## config.mk

```make
export PLATFORM = sky130hd
export DESIGN_NAME = req_busy_gnt_monitor
export DESIGN_NICKNAME = d
export VERILOG_FILES = /design/src/rtl/req_busy_gnt_monitor.sv
export SDC_FILE = /design/constraint.sdc
export NUM_CORES = 1
export LEC_CHECK = 0
export CAP_MARGIN = 20
export CORE_ASPECT_RATIO = 1.2
export CORE_UTILIZATION = 48
export DETAILED_ROUTE_END_ITERATION = 10
export PLACE_DENSITY = 0.74
export SYNTH_ARGS = -nofsm -noshare
export SYNTH_HDL_FRONTEND = slang
export SYNTH_SLANG_ARGS = --single-unit
```

## constraint.sdc

```tcl
create_clock -name clk_i -period 8 [get_ports clk_i]
set_clock_uncertainty 0.05 [all_clocks]
set_input_delay 1.6 -clock clk_i [delete_from_list [all_inputs] [get_ports clk_i]]
set_output_delay 1.6 -clock clk_i [all_outputs]
set_load 0.05 [all_outputs]
```

## src/rtl/req_busy_gnt_monitor.sv

```systemverilog
// Per-channel req -> busy[*MIN:MAX] -> gnt protocol monitor with pass/fail pulses, cause codes and saturating totals.
// Verdicts are registered at the deciding edge; the monitor only observes and never stalls the channels.
module req_busy_gnt_monitor #(
  parameter int NUM_CH   = 4,
  parameter int MIN_BUSY = 1,
  parameter int MAX_BUSY = 5,
  parameter int CNT_W    = 16
) (
  input  logic                  clk_i,
  input  logic                  rst_i,
  input  logic                  chk_en_i,
  input  logic                  cnt_clr_i,
  input  logic [NUM_CH-1:0]     req_i,
  input  logic [NUM_CH-1:0]     busy_i,
  input  logic [NUM_CH-1:0]     gnt_i,
  output logic [NUM_CH-1:0]     pass_o,
  output logic [NUM_CH-1:0]     fail_o,
  output logic [3*NUM_CH-1:0]   err_code_o,
  output logic [NUM_CH-1:0]     active_o,
  output logic [CNT_W-1:0]      pass_cnt_o,
  output logic [CNT_W-1:0]      fail_cnt_o
);

  localparam int BW   = $clog2(MAX_BUSY + 1);
  localparam int SW   = $clog2(NUM_CH + 1);
  localparam int SUMW = ((CNT_W > SW) ? CNT_W : SW) + 1;

  localparam logic [BW-1:0] MIN_B = BW'(MIN_BUSY);
  localparam logic [BW-1:0] MAX_B = BW'(MAX_BUSY);

  localparam logic [2:0] ERR_NO_BUSY   = 3'd1;
  localparam logic [2:0] ERR_TOO_SHORT = 3'd2;
  localparam logic [2:0] ERR_TOO_LONG  = 3'd3;
  localparam logic [2:0] ERR_NO_GNT    = 3'd4;

  typedef enum logic [1:0] {
    S_IDLE  = 2'd0,
    S_FIRST = 2'd1,
    S_BUSY  = 2'd2
  } state_e;

  state_e              state_q [NUM_CH];
  state_e              state_d [NUM_CH];
  logic [BW-1:0]       bcnt_q  [NUM_CH];
  logic [BW-1:0]       bcnt_d  [NUM_CH];
  logic [NUM_CH-1:0]   pass_q, pass_d;
  logic [NUM_CH-1:0]   fail_q, fail_d;
  logic [3*NUM_CH-1:0] err_q, err_d;
  logic [CNT_W-1:0]    pcnt_q, pcnt_d;
  logic [CNT_W-1:0]    fcnt_q, fcnt_d;

  function automatic logic [SW-1:0] popcnt(input logic [NUM_CH-1:0] v);
    logic [SW-1:0] n;
    n = '0;
    for (int i = 0; i < NUM_CH; i++) begin
      n = n + SW'(v[i]);
    end
    return n;
  endfunction

  function automatic logic [CNT_W-1:0] sat_add(input logic [CNT_W-1:0] a, input logic [SW-1:0] n);
    logic [SUMW-1:0] s;
    s = SUMW'(a) + SUMW'(n);
    if (s > SUMW'({CNT_W{1'b1}})) begin
      return {CNT_W{1'b1}};
    end
    return s[CNT_W-1:0];
  endfunction

  always_comb begin
    pass_d = '0;
    fail_d = '0;
    err_d  = err_q;
    for (int c = 0; c < NUM_CH; c++) begin
      state_d[c] = state_q[c];
      bcnt_d[c]  = bcnt_q[c];
      unique case (state_q[c])
        S_IDLE: begin
          if (req_i[c] && chk_en_i) begin
            state_d[c] = S_FIRST;
          end
        end
        S_FIRST: begin
          if (busy_i[c]) begin
            state_d[c] = S_BUSY;
            bcnt_d[c]  = BW'(1);
          end else begin
            state_d[c]       = S_IDLE;
            fail_d[c]        = 1'b1;
            err_d[3*c +: 3]  = ERR_NO_BUSY;
          end
        end
        S_BUSY: begin
          // Grant wins over everything once the minimum busy run is met.
          if (gnt_i[c] && (bcnt_q[c] >= MIN_B)) begin
            state_d[c] = S_IDLE;
            bcnt_d[c]  = '0;
            pass_d[c]  = 1'b1;
          end else if (busy_i[c] && (bcnt_q[c] == MAX_B)) begin
            state_d[c]      = S_IDLE;
            bcnt_d[c]       = '0;
            fail_d[c]       = 1'b1;
            err_d[3*c +: 3] = ERR_TOO_LONG;
          end else if (busy_i[c]) begin
            bcnt_d[c] = bcnt_q[c] + BW'(1);
          end else begin
            state_d[c]      = S_IDLE;
            bcnt_d[c]       = '0;
            fail_d[c]       = 1'b1;
            err_d[3*c +: 3] = (bcnt_q[c] < MIN_B) ? ERR_TOO_SHORT : ERR_NO_GNT;
          end
        end
        default: begin
          state_d[c] = S_IDLE;
          bcnt_d[c]  = '0;
        end
      endcase
    end
  end

  always_comb begin
    pcnt_d = pcnt_q;
    fcnt_d = fcnt_q;
    if (cnt_clr_i) begin
      pcnt_d = '0;
      fcnt_d = '0;
    end else begin
      pcnt_d = sat_add(pcnt_q, popcnt(pass_d));
      fcnt_d = sat_add(fcnt_q, popcnt(fail_d));
    end
  end

  always_ff @(posedge clk_i or posedge rst_i) begin
    if (rst_i) begin
      for (int c = 0; c < NUM_CH; c++) begin
        state_q[c] <= S_IDLE;
        bcnt_q[c]  <= '0;
      end
      pass_q <= '0;
      fail_q <= '0;
      err_q  <= '0;
      pcnt_q <= '0;
      fcnt_q <= '0;
    end else begin
      for (int c = 0; c < NUM_CH; c++) begin
        state_q[c] <= state_d[c];
        bcnt_q[c]  <= bcnt_d[c];
      end
      pass_q <= pass_d;
      fail_q <= fail_d;
      err_q  <= err_d;
      pcnt_q <= pcnt_d;
      fcnt_q <= fcnt_d;
    end
  end

  always_comb begin
    active_o = '0;
    for (int c = 0; c < NUM_CH; c++) begin
      active_o[c] = (state_q[c] != S_IDLE);
    end
  end

  assign pass_o     = pass_q;
  assign fail_o     = fail_q;
  assign err_code_o = err_q;
  assign pass_cnt_o = pcnt_q;
  assign fail_cnt_o = fcnt_q;

endmodule

```

## Yosys cells after proc, flatten, opt, wreduce, memory -nomap -nowiden

Index checks and enable logic that the tools add are counted.

| word-level totals | value |
|---|---|
| flip-flop bits (word level) | 72 |
| output and inout port bits | 56 |
| bits of input ports | 16 |
| logic and storage cells | 216 |

| operators by class | value |
|---|---|
| muxes and demuxes | 102 |
| equality and inequality tests | 36 |
| reductions and logical operators | 36 |
| add/sub/neg operators | 12 |
| bitwise gates (word level) | 4 |
| $lt $le $gt $ge | 10 |

Operator list:

| kind | number |
|---|---|
| 3-bit 2-to-1 mux | 36 |
| 16-bit 2-to-1 mux | 6 |
| 2-bit 2-to-1 mux | 20 |
| 3-bit one-hot mux with 3 select lines | 4 |
| 16-bit by 3-bit adder with 17-bit output | 2 |
| 17-bit by 16-bit greater-than comparator with 1-bit output, second input constant | 2 |
| 2-bit != test, second input constant | 16 |
| 1-bit 2-to-1 mux | 24 |
| 2-bit one-hot mux with 3 select lines | 4 |
| 3-bit one-hot mux with 2 select lines | 4 |
| 4-bit != test, second input constant | 4 |
| 2-bit AND reduction | 8 |
| 4-bit AND reduction | 4 |
| 2-bit nonzero test | 8 |
| 3-bit by 1-bit adder with 3-bit output, second input constant | 4 |
| 3-bit == test, second input constant | 4 |
| 3-bit by 1-bit greater-or-equal comparator with 1-bit output, second input constant | 4 |
| 1-bit logical AND | 12 |
| 3-bit by 1-bit < comparator with 1-bit output, second input constant | 4 |
| 3-bit != test, second input constant | 4 |
| 2-bit by 1-bit == test with 1-bit output, second input constant | 4 |
| 2-bit == test, second input constant | 4 |
| 2-bit zero test | 4 |
| 1-bit one-hot mux with 2 select lines | 4 |
| other kinds (4) | 10 |

## Depth between registers and ports, before layout

Gate-level depths: netlist of the first run.

| depth | value |
|---|---|
| depth in word-level cells | 14 |
| depth in mapped cells | 16 |
| gate-level depth less buffers | 15 |

## Worst setup path after synthesis of the first run

OpenSTA, ideal clock, no wires.

| timing | value |
|---|---|
| path type | input -> register |
| from | input busy_i[0] |
| to | register fcnt_q[14] (netlist: fail_cnt_o[14]) |
| data arrival time | 4.151 ns |
| path buffers | 1 |
| setup slack | 3.663 ns |
| stages | 13 |
| required time | 7.814 ns |
| setup time | 0.136 ns |
| path through | a21boi_0 -> nor2_1 -> o21a_1 -> fa_1 -> inv_1 -> fa_1 -> inv_1 -> fa_1 -> and4_1 -> clkbuf_1 -> nand2_1 -> nor4b_1 -> nor3_1 |

| on the way | value |
|---|---|
| word-level cells in the longest chain between the ends | 13 |
| elaborated cells on any way between the ends | 14 |
| those cells by class | 4 x add/sub; 1 x order compare; 8 x mux; 1 x reduce/logical |

Ends and longest elaborated chain:

| element | line | text |
|---|---|---|
| start, declared | 14 | `input logic [NUM_CH-1:0] busy_i,` |
| 1-bit 2-to-1 mux or 1-bit logical AND (tied branches) | 84, 104, 99 |  |
| 1-bit 2-to-1 mux | 99 | `end else if (busy_i[c] && (bcnt_q[c] == MAX_B)) begin` |
| 1-bit 2-to-1 mux | 95 | `if (gnt_i[c] && (bcnt_q[c] >= MIN_B)) begin` |
| 1-bit one-hot mux with 2 select lines (*) | 77 | `unique case (state_q[c])` |
| via fail_d[0] | 47 | `logic [NUM_CH-1:0] fail_q, fail_d;` |
| 1-bit by 1-bit adder with 2-bit output (*) | 56 | `n = n + SW'(v[i]);` |
| 2-bit by 1-bit adder with 3-bit output (*) | 56 |  |
| 3-bit by 1-bit adder with 3-bit output (*) | 56 |  |
| 16-bit by 3-bit adder with 17-bit output (*) | 63 | `s = SUMW'(a) + SUMW'(n);` |
| 17-bit by 16-bit greater-than comparator with 1-bit output | 64 | `if (s > SUMW'({CNT_W{1'b1}})) begin` |
| 1-bit 2-to-1 mux | 64 |  |
| 1-bit 2-to-1 mux | 124 | `if (cnt_clr_i) begin` |
| 16-bit 2-to-1 mux (*) | 67 | `return s[CNT_W-1:0];` |
| 16-bit 2-to-1 mux (*) | 124 |  |
| via fcnt_d[14] | 50 | `logic [CNT_W-1:0] fcnt_q, fcnt_d;` |
| end signal, assigned | 153 | `fcnt_q <= fcnt_d;` |
| end, declared | 50 |  |

Mark *: on every way through the listed nets, which the timed path passes. The rest lies on a longest branch. The select of a mux whose other input is x is not followed.
A chain may end at the register's enable or synchronous reset.

## Worst setup path after layout of the first run

| timing | value |
|---|---|
| from | input busy_i[0] |
| to | register fcnt_q[11] (netlist: fail_cnt_o[11]) |

The elaborated chain is that of the path after synthesis.

==> results.sh, run 1 <==
export IMPL_status="finished clean"
export IMPL_num_vias=3296
export IMPL_reg2reg_from="bcnt_q[4]"
export IMPL_dpl_hpwl_um=6091
export IMPL_cts_tree="yes"
export IMPL_hold_violations=0
export IMPL_hp_start="err_code_o[9]"
export IMPL_async_flop_share=1.000
export IMPL_routed_wl_um=8594
export IMPL_drtIter0Drc=101
export IMPL_post_drt_wl_per_cell_um=14.25
export IMPL_muxShareOfSynthArea=0.03199
export IMPL_ir_worst_vdd_mv=0.08794
export IMPL_clkTransAtPathRegs_ns=0.07
export IMPL_grt_max_degree=73
export IMPL_synth_top_family_by_area="compound AO/OA/AOI/OAI gates"
export IMPL_postCtsResizedCells=0
export IMPL_slew_headroom=0.4000
export IMPL_drv_slew=0
export IMPL_critPathMaxFanout=12
export IMPL_required_ns=8.19
export IMPL_finalPower_mw=1.327
export IMPL_power_share_clock=0.185
export IMPL_ys_flop_type="dfrtp_1"
export IMPL_cp_cell_sequence="clkdlybuf4s50_1 -> a21boi_0 -> nor2_1 -> o21a_1 -> fa_1 -> inv_1 -> fa_1 -> inv_1 -> fa_1 -> and4_1 -> nand3_1 -> a31oi_1"
export IMPL_synthCells=412
export IMPL_ys_types=56
export IMPL_maxCapViolations=0
export IMPL_r2r_slack_ns=3.98
export IMPL_critPathLaunchType="primary input"
export IMPL_grt_pass1_wl_um=14760
export IMPL_syn_avg_cell_area_sq_um=9.873
export IMPL_gp_congestion=0.8039
export IMPL_fmax_mhz=203.7
export IMPL_powerDensity_mw_per_mm2=262.8
export IMPL_swShare=0.4240
export IMPL_grt_pass1_vias=3190
export IMPL_clk_latency_ns=0.34
export IMPL_layout_common_cells="dfrtp_1 (72), clkdlybuf4s50_1 (71), inv_1 (43), nand2_1 (38), a21oi_1 (34)"
export IMPL_io_buffers=71
export IMPL_p_sw_uw=562.8
export IMPL_die_area_sq_mm=0.008848
export IMPL_cts_root_buf="clkbuf_8"
export IMPL_antenna_found_initial=0
export IMPL_crit_buf_inv=3
export IMPL_synth_edf_count=0
export IMPL_grtUsageTotal=0.2110
export IMPL_synth_top_cell_area_share=0.4429
export IMPL_synth_compound_area_frac=0.1787
export IMPL_dr_pass1_iters=4
export IMPL_synth_seq_area_share=0.4429
export IMPL_fin_nets=530
export IMPL_drc=0
export IMPL_row_count=36
export IMPL_post_route_period_util=0.6136
export IMPL_cp_slowest_cell="clkdlybuf4s50_1"
export IMPL_p_comb_frac=0.467
export IMPL_timing_rr_end="pass_cnt_o[13]"
export IMPL_p_leak_nw=2.191
export IMPL_cts_sinks=72
export IMPL_start_util=0.4989
export IMPL_crit_family="adder cells"
export IMPL_ant_nets=0
export IMPL_syn_num_nets=456
export IMPL_ctsHoldBuffers=0
export IMPL_post_cts_setup_buffers=0
export IMPL_hold_ws_ns=0.4464
export IMPL_die_w_um=86.04
export IMPL_multi_input_area_sq_mm=0.002054
export IMPL_rsz0062_at_grt="no"
export IMPL_synth_xor_area_share=0.03660
export IMPL_p_int_uw=764.7
export IMPL_core_area_sq_mm=0.008153
export IMPL_areaGrowthSynthToFinish_pct=24.18
export IMPL_max_stage_delay_ns=0.57
export IMPL_critical_path_arrival_ns=5.10
export IMPL_min_path_type="reg -> reg"
export IMPL_cts_htree_levels=3
export IMPL_synthTopCellsByArea="dfrtp_1 (44%), ha_1 (6.8%), a21oi_1 (4.2%), inv_1 (4.1%), nand2_1 (3.5%)"
export IMPL_final_common_cell="dfrtp_1"
export IMPL_criticalPathCategory="in -> reg"
export IMPL_cts_buffers=9
export IMPL_synthSimpleGateAreaFrac=0.1606
export IMPL_ys_seq_elements=72
export IMPL_synthAdderAreaFrac=0.09720
export IMPL_yosys_area_top_type="dfrtp_1"
export IMPL_seqPwrFrac=0.348
export IMPL_cpMostUsedCell="fa_1"
export IMPL_setup_tns_ns=0
export IMPL_min_path_cells=1
export IMPL_ios=72
export IMPL_finalSetupViolations=0
export IMPL_die_y_um=102.8
export IMPL_clockBufferDepth=2
export IMPL_num_fill_cells=716
export IMPL_worst_r2r_path_depth=13
export IMPL_worst_hold_path_endpoint="err_code_o[9]"
export IMPL_regArea_sq_mm=0.001802
export IMPL_drive_above_1_share=0.06544
export IMPL_endpoint_kind="flop"
export IMPL_synthesis_area_sq_mm=0.004068
export IMPL_n_antenna_cell=0
export IMPL_yosys_warnings=0
export IMPL_worstMarginPinSlew_ns=0.9000
export IMPL_vias_per_cell=5.466
export IMPL_overflow=0
export IMPL_period_needed_ns=4.909
[power groups by stage]
stage                     logic, mW  clock network, mW  registers, mW
after floorplan               0.361                  0          0.554
after global placement        0.602                  0          0.466
after detailed placement      0.615                  0          0.469
after CTS                     0.618              0.251          0.462
after global routing          0.678              0.270          0.471
final                         0.620              0.246          0.462
[cells by family (layout without fill, tap and decap cells)]
| logic type | Yosys count | after routing |
|---|---|---|
| flops | 72 | 72 |
| buf+inv | 54 | 131 |
| xor+xnor | 17 | 17 |
| compound gates | 103 | 103 |
| fa+ha+maj | 28 | 28 |
| simple gates | 126 | 126 |
| mux | 12 | 12 |
[stage by stage]
| step | instance area (sq um) | std cells | utilization | setup slack [ns] |
|---|---|---|---|---|
| after global placement | 4882 | 588 | 0.5988 | 2.858 |
| after detailed placement | 4882 | 588 | 0.5988 | 2.780 |
| after global routing | 5051 | 603 | 0.6196 | 2.781 |
| after CTS | 5036 | 602 | 0.6177 | 3.125 |
| final | 5051 | 603 | 0.6196 | 3.091 |
| after floorplan | 4068 | 412 | - | 3.663 |
[state kept, by name, summed over array words and instances (netlist names)]
register	flops
fail_cnt_o	16
pass_cnt_o	16
bcnt_q	12
err_code_o	12
state_q	8
fail_o	4
pass_o	4
[cells in the mapped netlist (2+ instances only)]
library cell	n
a21o_1	2
a21oi_1	34
a31oi_1	6
a32o_1	4
a41oi_1	3
and2_1	4
and3_1	4
and4_1	7
buf_2	4
clkbuf_1	5
dfrtp_1	72
fa_1	6
ha_1	22
inv_1	44
mux2_2	4
mux2i_1	7
nand2_1	38
nand2b_1	5
nand3_1	13
nand4_1	4
nand4b_1	2
nor2_1	22
nor2b_1	4
nor3_1	8
nor4b_1	2
o2111ai_1	3
o211a_1	2
o21ai_0	18
o22a_1	5
o22ai_1	6
o31ai_1	4
o41ai_2	2
or2_2	3
or3_1	6
xnor2_1	8
xor2_1	9
[worst max-delay path by stage]
stage / startpoint / endpoint / depth (start not counted)
finish: busy_i[0] / fail_cnt_o[11] / 12
CTS: busy_i[0] / fail_cnt_o[11] / 12
detailed placement: busy_i[0] / fail_cnt_o[1] / 12
global route: busy_i[0] / fail_cnt_o[13] / 12
global placement: busy_i[0] / fail_cnt_o[1] / 12
floorplan: busy_i[0] / fail_cnt_o[14] / 13
[cell type report]
| cell class | instances | share of cell area |
|---|---|---|
| clock buffers | 13 | 0.02948 |
| clock inverters | 1 | 0.0009908 |
| inverters | 44 | 0.03270 |
| multi-input cells | 286 | 0.4067 |
| flip-flops and latches | 72 | 0.3567 |
| well taps | 114 | 0.02824 |
| repair buffers | 73 | 0.1452 |
[worst register-to-register path, stage by stage (launching register included)]
cell and delay (ns):
dfrtp_1 0.46, inv_1 0.07, ha_1 0.23, o41ai_4 0.44, nor2_1 0.19, fa_1 0.51, inv_1 0.05, fa_1 0.37
inv_1 0.08, fa_1 0.24, nand4_2 0.18, nor2b_1 0.23, nand4_1 0.51, a31oi_1 0.32
[routing by layer]
metal,up-vias,GRT usage,routed length [um]
li1,1601,-,-
met1,1616,0.2770,4014
met2,70,0.3504,4071
met3,9,0.04644,409
met4,0,0.06667,99
met5,-,0,0
Note: power is estimated with default switching activity, not from simulation.
==> run 2: changes to the inputs <==
clock period = 4.6 ns   (was 8 ns; I/O delays follow)
==> run 2 against run 1 <==
  * Combinational power rose by 73%
  * Register-to-register slack got worse by 3.2 ns
  * Clock-buffer cell count fell by 2
  * Hold slack worse by 0.0033 ns
  * Sequential share of layout area shrank 1.1 points
  * Final area is 3.3% higher
  * Core utilization grew 2.0 points
  * Largest power group unchanged
  * Via count shrank 0.12%
  * Largest cell class unchanged
  * Power grew 89%
  * Non-clock buffer count is 7 higher
==> results.sh, run 2 (same netlist as run 1, synthesis figures left out) <==
export IMPL_antenna_found_initial=0
export IMPL_routed_wl_um=8703
export IMPL_met1_usage=0.2902
export IMPL_place_inst=594
export IMPL_multi_input_area_sq_mm=0.002054
export IMPL_dpl_hpwl_um=6215
export IMPL_instances_no_fill=612
export IMPL_p_comb_frac=0.428
export IMPL_row_count=36
export IMPL_postCtsResizedCells=0
export IMPL_ctsHoldBuffers=0
export IMPL_period_needed_ns=3.900
export IMPL_final_common_cell="dfrtp_1"
export IMPL_ir_worst_vdd_mv=0.1973
export IMPL_grtUsageTotal=0.2150
export IMPL_swShare=0.3952
export IMPL_powerDensity_mw_per_mm2=480.6
export IMPL_layout_common_cells="dfrtp_1 (72), clkdlybuf4s50_1 (71), inv_1 (43), nand2_1 (38), a21oi_1 (34)"
export IMPL_post_drt_wl_per_cell_um=14.22
export IMPL_ios=72
export IMPL_cts_root_buf="clkbuf_8"
export IMPL_hold_violations=0
export IMPL_critPathLaunchType="primary input"
export IMPL_seqPwrFrac=0.321
export IMPL_hold_ws_ns=0.4431
export IMPL_grt_pass1_vias=3199
export IMPL_drtIter0Drc=119
export IMPL_worst_slack_ns=0.6995
export IMPL_use_met3=0.04083
export IMPL_dr_pass1_iters=4
export IMPL_die_area_sq_mm=0.008848
export IMPL_p_int_mw=1.516
export IMPL_areaGrowthSynthToFinish_pct=28.24
export IMPL_gp_congestion=0.8693
export IMPL_clk_latency_ns=0.35
export IMPL_criticalPathCategory="in -> reg"
export IMPL_dp_slack_ns=0.3228
export IMPL_cts_htree_levels=3
export IMPL_grt_use_met2=0.3516
export IMPL_cts_sinks=72
export IMPL_min_path_type="reg -> reg"
export IMPL_cts_buffers=9
export IMPL_p_sw_uw=990.8
export IMPL_post_cts_setup_buffers=0
export IMPL_setup_tns_ns=0
export IMPL_overflow=0
export IMPL_cts_tree="yes"
export IMPL_n_antenna_cell=0
export IMPL_drive_above_1_share=0.08835
export IMPL_finalSetupViolations=0
export IMPL_maxCapViolations=0
export IMPL_fmax_mhz=256.4
export IMPL_endpoint_kind="flop"
export IMPL_clockBufferDepth=2
export IMPL_p_leak_nw=2.274
export IMPL_post_route_period_util=0.8479
export IMPL_core_area_sq_mm=0.008153
export IMPL_start_util=0.4989
export IMPL_required_ns=4.77
export IMPL_ant_nets=0
export IMPL_regArea_sq_mm=0.001802
export IMPL_drv_slew=0
export IMPL_grt_pass1_wl_um=14870
export IMPL_finalPower_mw=2.507
export IMPL_die_y_um=102.8
export IMPL_fin_nets=537
export IMPL_critPathMaxFanout=8
export IMPL_vias_per_cell=5.379
export IMPL_critical_path_arrival_ns=4.07
export IMPL_die_w_um=86.04
export IMPL_status="finished clean"
export IMPL_io_buffers=71
export IMPL_grt_max_degree=48
export IMPL_rsz0062_at_grt="no"
export IMPL_clkTransAtPathRegs_ns=0.07
export IMPL_drc=0
export IMPL_power_share_clock=0.251
export IMPL_num_fill_cells=686
export IMPL_worstMarginPinSlew_ns=0.5428
export IMPL_slew_headroom=0.6370
export IMPL_num_vias=3292
export IMPL_grt_busiest_layer="met2"
==> run 2: cell count changes in the layout (fill, tap and decap cells not counted) <==
cell        before  now
buf_4            1    7
clkbuf_8        10   11
clkinvlp_4       0    1
buf_12           0    1
clkbuf_1         3    0
bufinv_16        0    3
==> run 2: worst paths after layout <==
check                              start        endpoint  slack (ns)  cells after the start
setup reg to reg               bcnt_q[4]  pass_cnt_o[15]        0.79                     13
hold / removal             err_code_o[9]   err_code_o[9]        0.44                      1
hold reg to reg            err_code_o[9]   err_code_o[9]        0.44                      1
max in group asynchronous          rst_i  fail_cnt_o[12]        3.22                      3
setup / recovery                gnt_i[2]  fail_cnt_o[14]        0.70                     14
min in group asynchronous          rst_i      state_q[6]        0.73                      2
==> run 2: routing by layer <==
metal / share of wire / vias up
met3: 0.047 / 10
met1: 0.46 / 1590
met2: 0.48 / 77
met4: 0.013 / 0
met5: 0 / -
li1: - / 1615
==> run 2: final cells by class <==
| type | count | share of cell area |
|---|---|---|
| clock buffers | 11 | 0.02902 |
| clock inverters | 5 | 0.01967 |
| inverters | 44 | 0.03166 |
| multi-input cells | 286 | 0.3939 |
| flip-flops and latches | 72 | 0.3454 |
| well taps | 114 | 0.02734 |
| repair buffers | 80 | 0.1530 |
==> run 2: power by group through the flow <==
| stage | sequential (mW) | combinational [mW] | clock [mW] |
|---|---|---|---|
| after global placement | 0.812 | 1.05 | 0 |
| final | 0.804 | 1.07 | 0.629 |
| after floorplan | 0.964 | 0.628 | 0 |
| after detailed placement | 0.816 | 1.07 | 0 |
| after CTS | 0.805 | 1.08 | 0.642 |
| after global routing | 0.816 | 1.18 | 0.669 |
==> run 2: per-stage QoR <==
step	util	cell area, sq um
2_1_floorplan	-	4068
3_3_place_gp	0.6044	4927
3_5_place_dp	0.6044	4927
4_1_cts	0.6355	5181
5_1_grt	0.6398	5216
6_report	0.6398	5216
==> run 2: worst max-delay path, cell delays in order <==
cell	delay, ns
clkdlybuf4s50_1	0.51
o41ai_4	0.11
a21oi_1	0.16
o22ai_1	0.08
and2_1	0.18
fa_1	0.49
inv_1	0.05
fa_1	0.38
inv_1	0.08
fa_1	0.22
and4_1	0.36
nand2_1	0.14
nor4b_1	0.30
nor3_1	0.08
==> run 3: changes to the inputs <==
clock period = 3.8 ns   (was 4.6 ns; I/O delays follow)
==> run 3 against run 2 <==
  * Worst setup slack worse by 0.46 ns
  * Global-route usage up 0.52 points
  * Hold slack improved by 0.0057 ns
  * Clock power grew 18%
==> results.sh, run 3 (same netlist as run 1, synthesis figures left out) <==
export IMPL_status="finished clean"
export IMPL_dp_slack_ns=-0.2372
export IMPL_row_count=36
export IMPL_n_antenna_cell=0
export IMPL_drc=0
export IMPL_powerDensity_mw_per_mm2=569.5
export IMPL_io_buffers=71
export IMPL_final_common_cell="dfrtp_1"
export IMPL_fmax_mhz=280.7
export IMPL_regArea_sq_mm=0.001802
export IMPL_worstMarginPinSlew_ns=0.6626
export IMPL_criticalPathCategory="reg -> reg"
export IMPL_critical_path_arrival_ns=3.74
export IMPL_cts_tree="yes"
export IMPL_p_leak_nw=2.358
export IMPL_layout_common_cells="dfrtp_1 (72), clkdlybuf4s50_1 (71), inv_1 (43), nand2_1 (38), a21oi_1 (34)"
export IMPL_min_path_type="reg -> reg"
export IMPL_grt_max_degree=73
export IMPL_num_vias=3322
export IMPL_antenna_found_initial=0
export IMPL_drv_slew=0
export IMPL_areaGrowthSynthToFinish_pct=31.44
export IMPL_slew_headroom=0.5569
export IMPL_core_area_sq_mm=0.008153
export IMPL_cts_htree_levels=3
export IMPL_drtIter0Drc=138
export IMPL_hold_violations=0
export IMPL_grt_pass1_vias=3294
export IMPL_cts_root_buf="clkbuf_8"
export IMPL_drive_above_1_share=0.1223
export IMPL_die_y_um=102.8
export IMPL_critPathLaunchType="flop"
export IMPL_start_util=0.4989
export IMPL_ant_nets=0
export IMPL_cts_sinks=72
export IMPL_post_drt_wl_per_cell_um=14.13
export IMPL_multi_input_area_sq_mm=0.002066
export IMPL_finalSetupViolations=0
export IMPL_vias_per_cell=5.281
export IMPL_post_cts_setup_buffers=0
export IMPL_overflow=0
export IMPL_ir_worst_vdd_mv=0.2624
export IMPL_grtUsageTotal=0.2202
export IMPL_die_w_um=86.04
export IMPL_gp_congestion=0.8282
export IMPL_utilization=0.6558
export IMPL_ios=72
export IMPL_clkTransAtPathRegs_ns=0.07
export IMPL_required_ns=3.98
export IMPL_clk_latency_ns=0.35
export IMPL_grt_pass1_wl_um=15210
export IMPL_dr_pass1_iters=4
export IMPL_dpl_hpwl_um=6420
export IMPL_clockBufferDepth=2
export IMPL_maxCapViolations=0
export IMPL_fin_nets=554
export IMPL_hold_ws_ns=0.4488
export IMPL_critPathMaxFanout=6
export IMPL_die_area_sq_mm=0.008848
export IMPL_post_route_period_util=0.9375
export IMPL_worst_slack_ns=0.2374
export IMPL_cts_buffers=9
export IMPL_routed_wl_um=8889
export IMPL_period_needed_ns=3.563
export IMPL_num_fill_cells=695
export IMPL_endpoint_kind="flop"
[run 3: per-stage QoR]
stage,TNS [ns],std cells,total power [mW],cell area [sq um]
after floorplan,0,412,1.927,4068
final,0,629,3.045,5346
after global routing,-0.03193,629,3.249,5346
after detailed placement,-2.149,612,2.308,5075
after global placement,-0.6994,612,2.274,5075
after CTS,0,628,3.065,5320
[run 3: critical path, cell delays in order, from the launching register on]
cell	delay [ns]
dfrtp_1	0.38
ha_1	0.26
o41ai_4	0.36
nand2_1	0.12
o22ai_1	0.19
and2_4	0.17
fa_1	0.40
inv_1	0.09
fa_1	0.19
inv_1	0.06
fa_1	0.39
and4_2	0.30
buf_4	0.15
nand3_1	0.08
mux2i_1	0.19
nor2_1	0.06
[run 3: final timing paths]
path                       slack, ns     startpoint  cells past startpoint              to
min in group asynchronous       0.76          rst_i                      3      state_q[6]
setup reg to reg                0.24      bcnt_q[3]                     15  fail_cnt_o[12]
setup / recovery                0.24      bcnt_q[3]                     15  fail_cnt_o[12]
max in group asynchronous       2.64          rst_i                      3   pass_cnt_o[8]
hold reg to reg                 0.45  err_code_o[9]                      1   err_code_o[9]
hold / removal                  0.45  err_code_o[9]                      1   err_code_o[9]
[run 3: report_power, final]
part	internal (mW)	total, mW	switching (mW)	leakage (nW)
Clock	0.454	0.745	0.291	0.124
Combinational	0.506	1.34	0.832	1.26
Sequential	0.878	0.961	0.0831	0.978
Total	1.84	3.04	1.21	2.36
[run 3: area by class of cell]
type                       count  area share
inverter                      44     0.03089
multi-input combinational    286      0.3864
tap                          114     0.02668
clock buffer                  11     0.02645
sequential                    72      0.3370
clock inverter                 5     0.01942
timing repair buffer          97      0.1732
[run 3: routing by layer]
metal / GRT usage / up-vias / share of wire
li1: - / 1652 / -
met1: 0.2833 / 1584 / 0.46
met2: 0.3663 / 75 / 0.48
met3: 0.04484 / 11 / 0.050
met4: 0.08846 / 0 / 0.015
met5: 0 / - / 0
[run 3: what timing repair did]
action	4_1_cts	5_1_grt
hold buffers	0	0
endpoints found under the setup margin	0	17
gates resized for setup	0	5
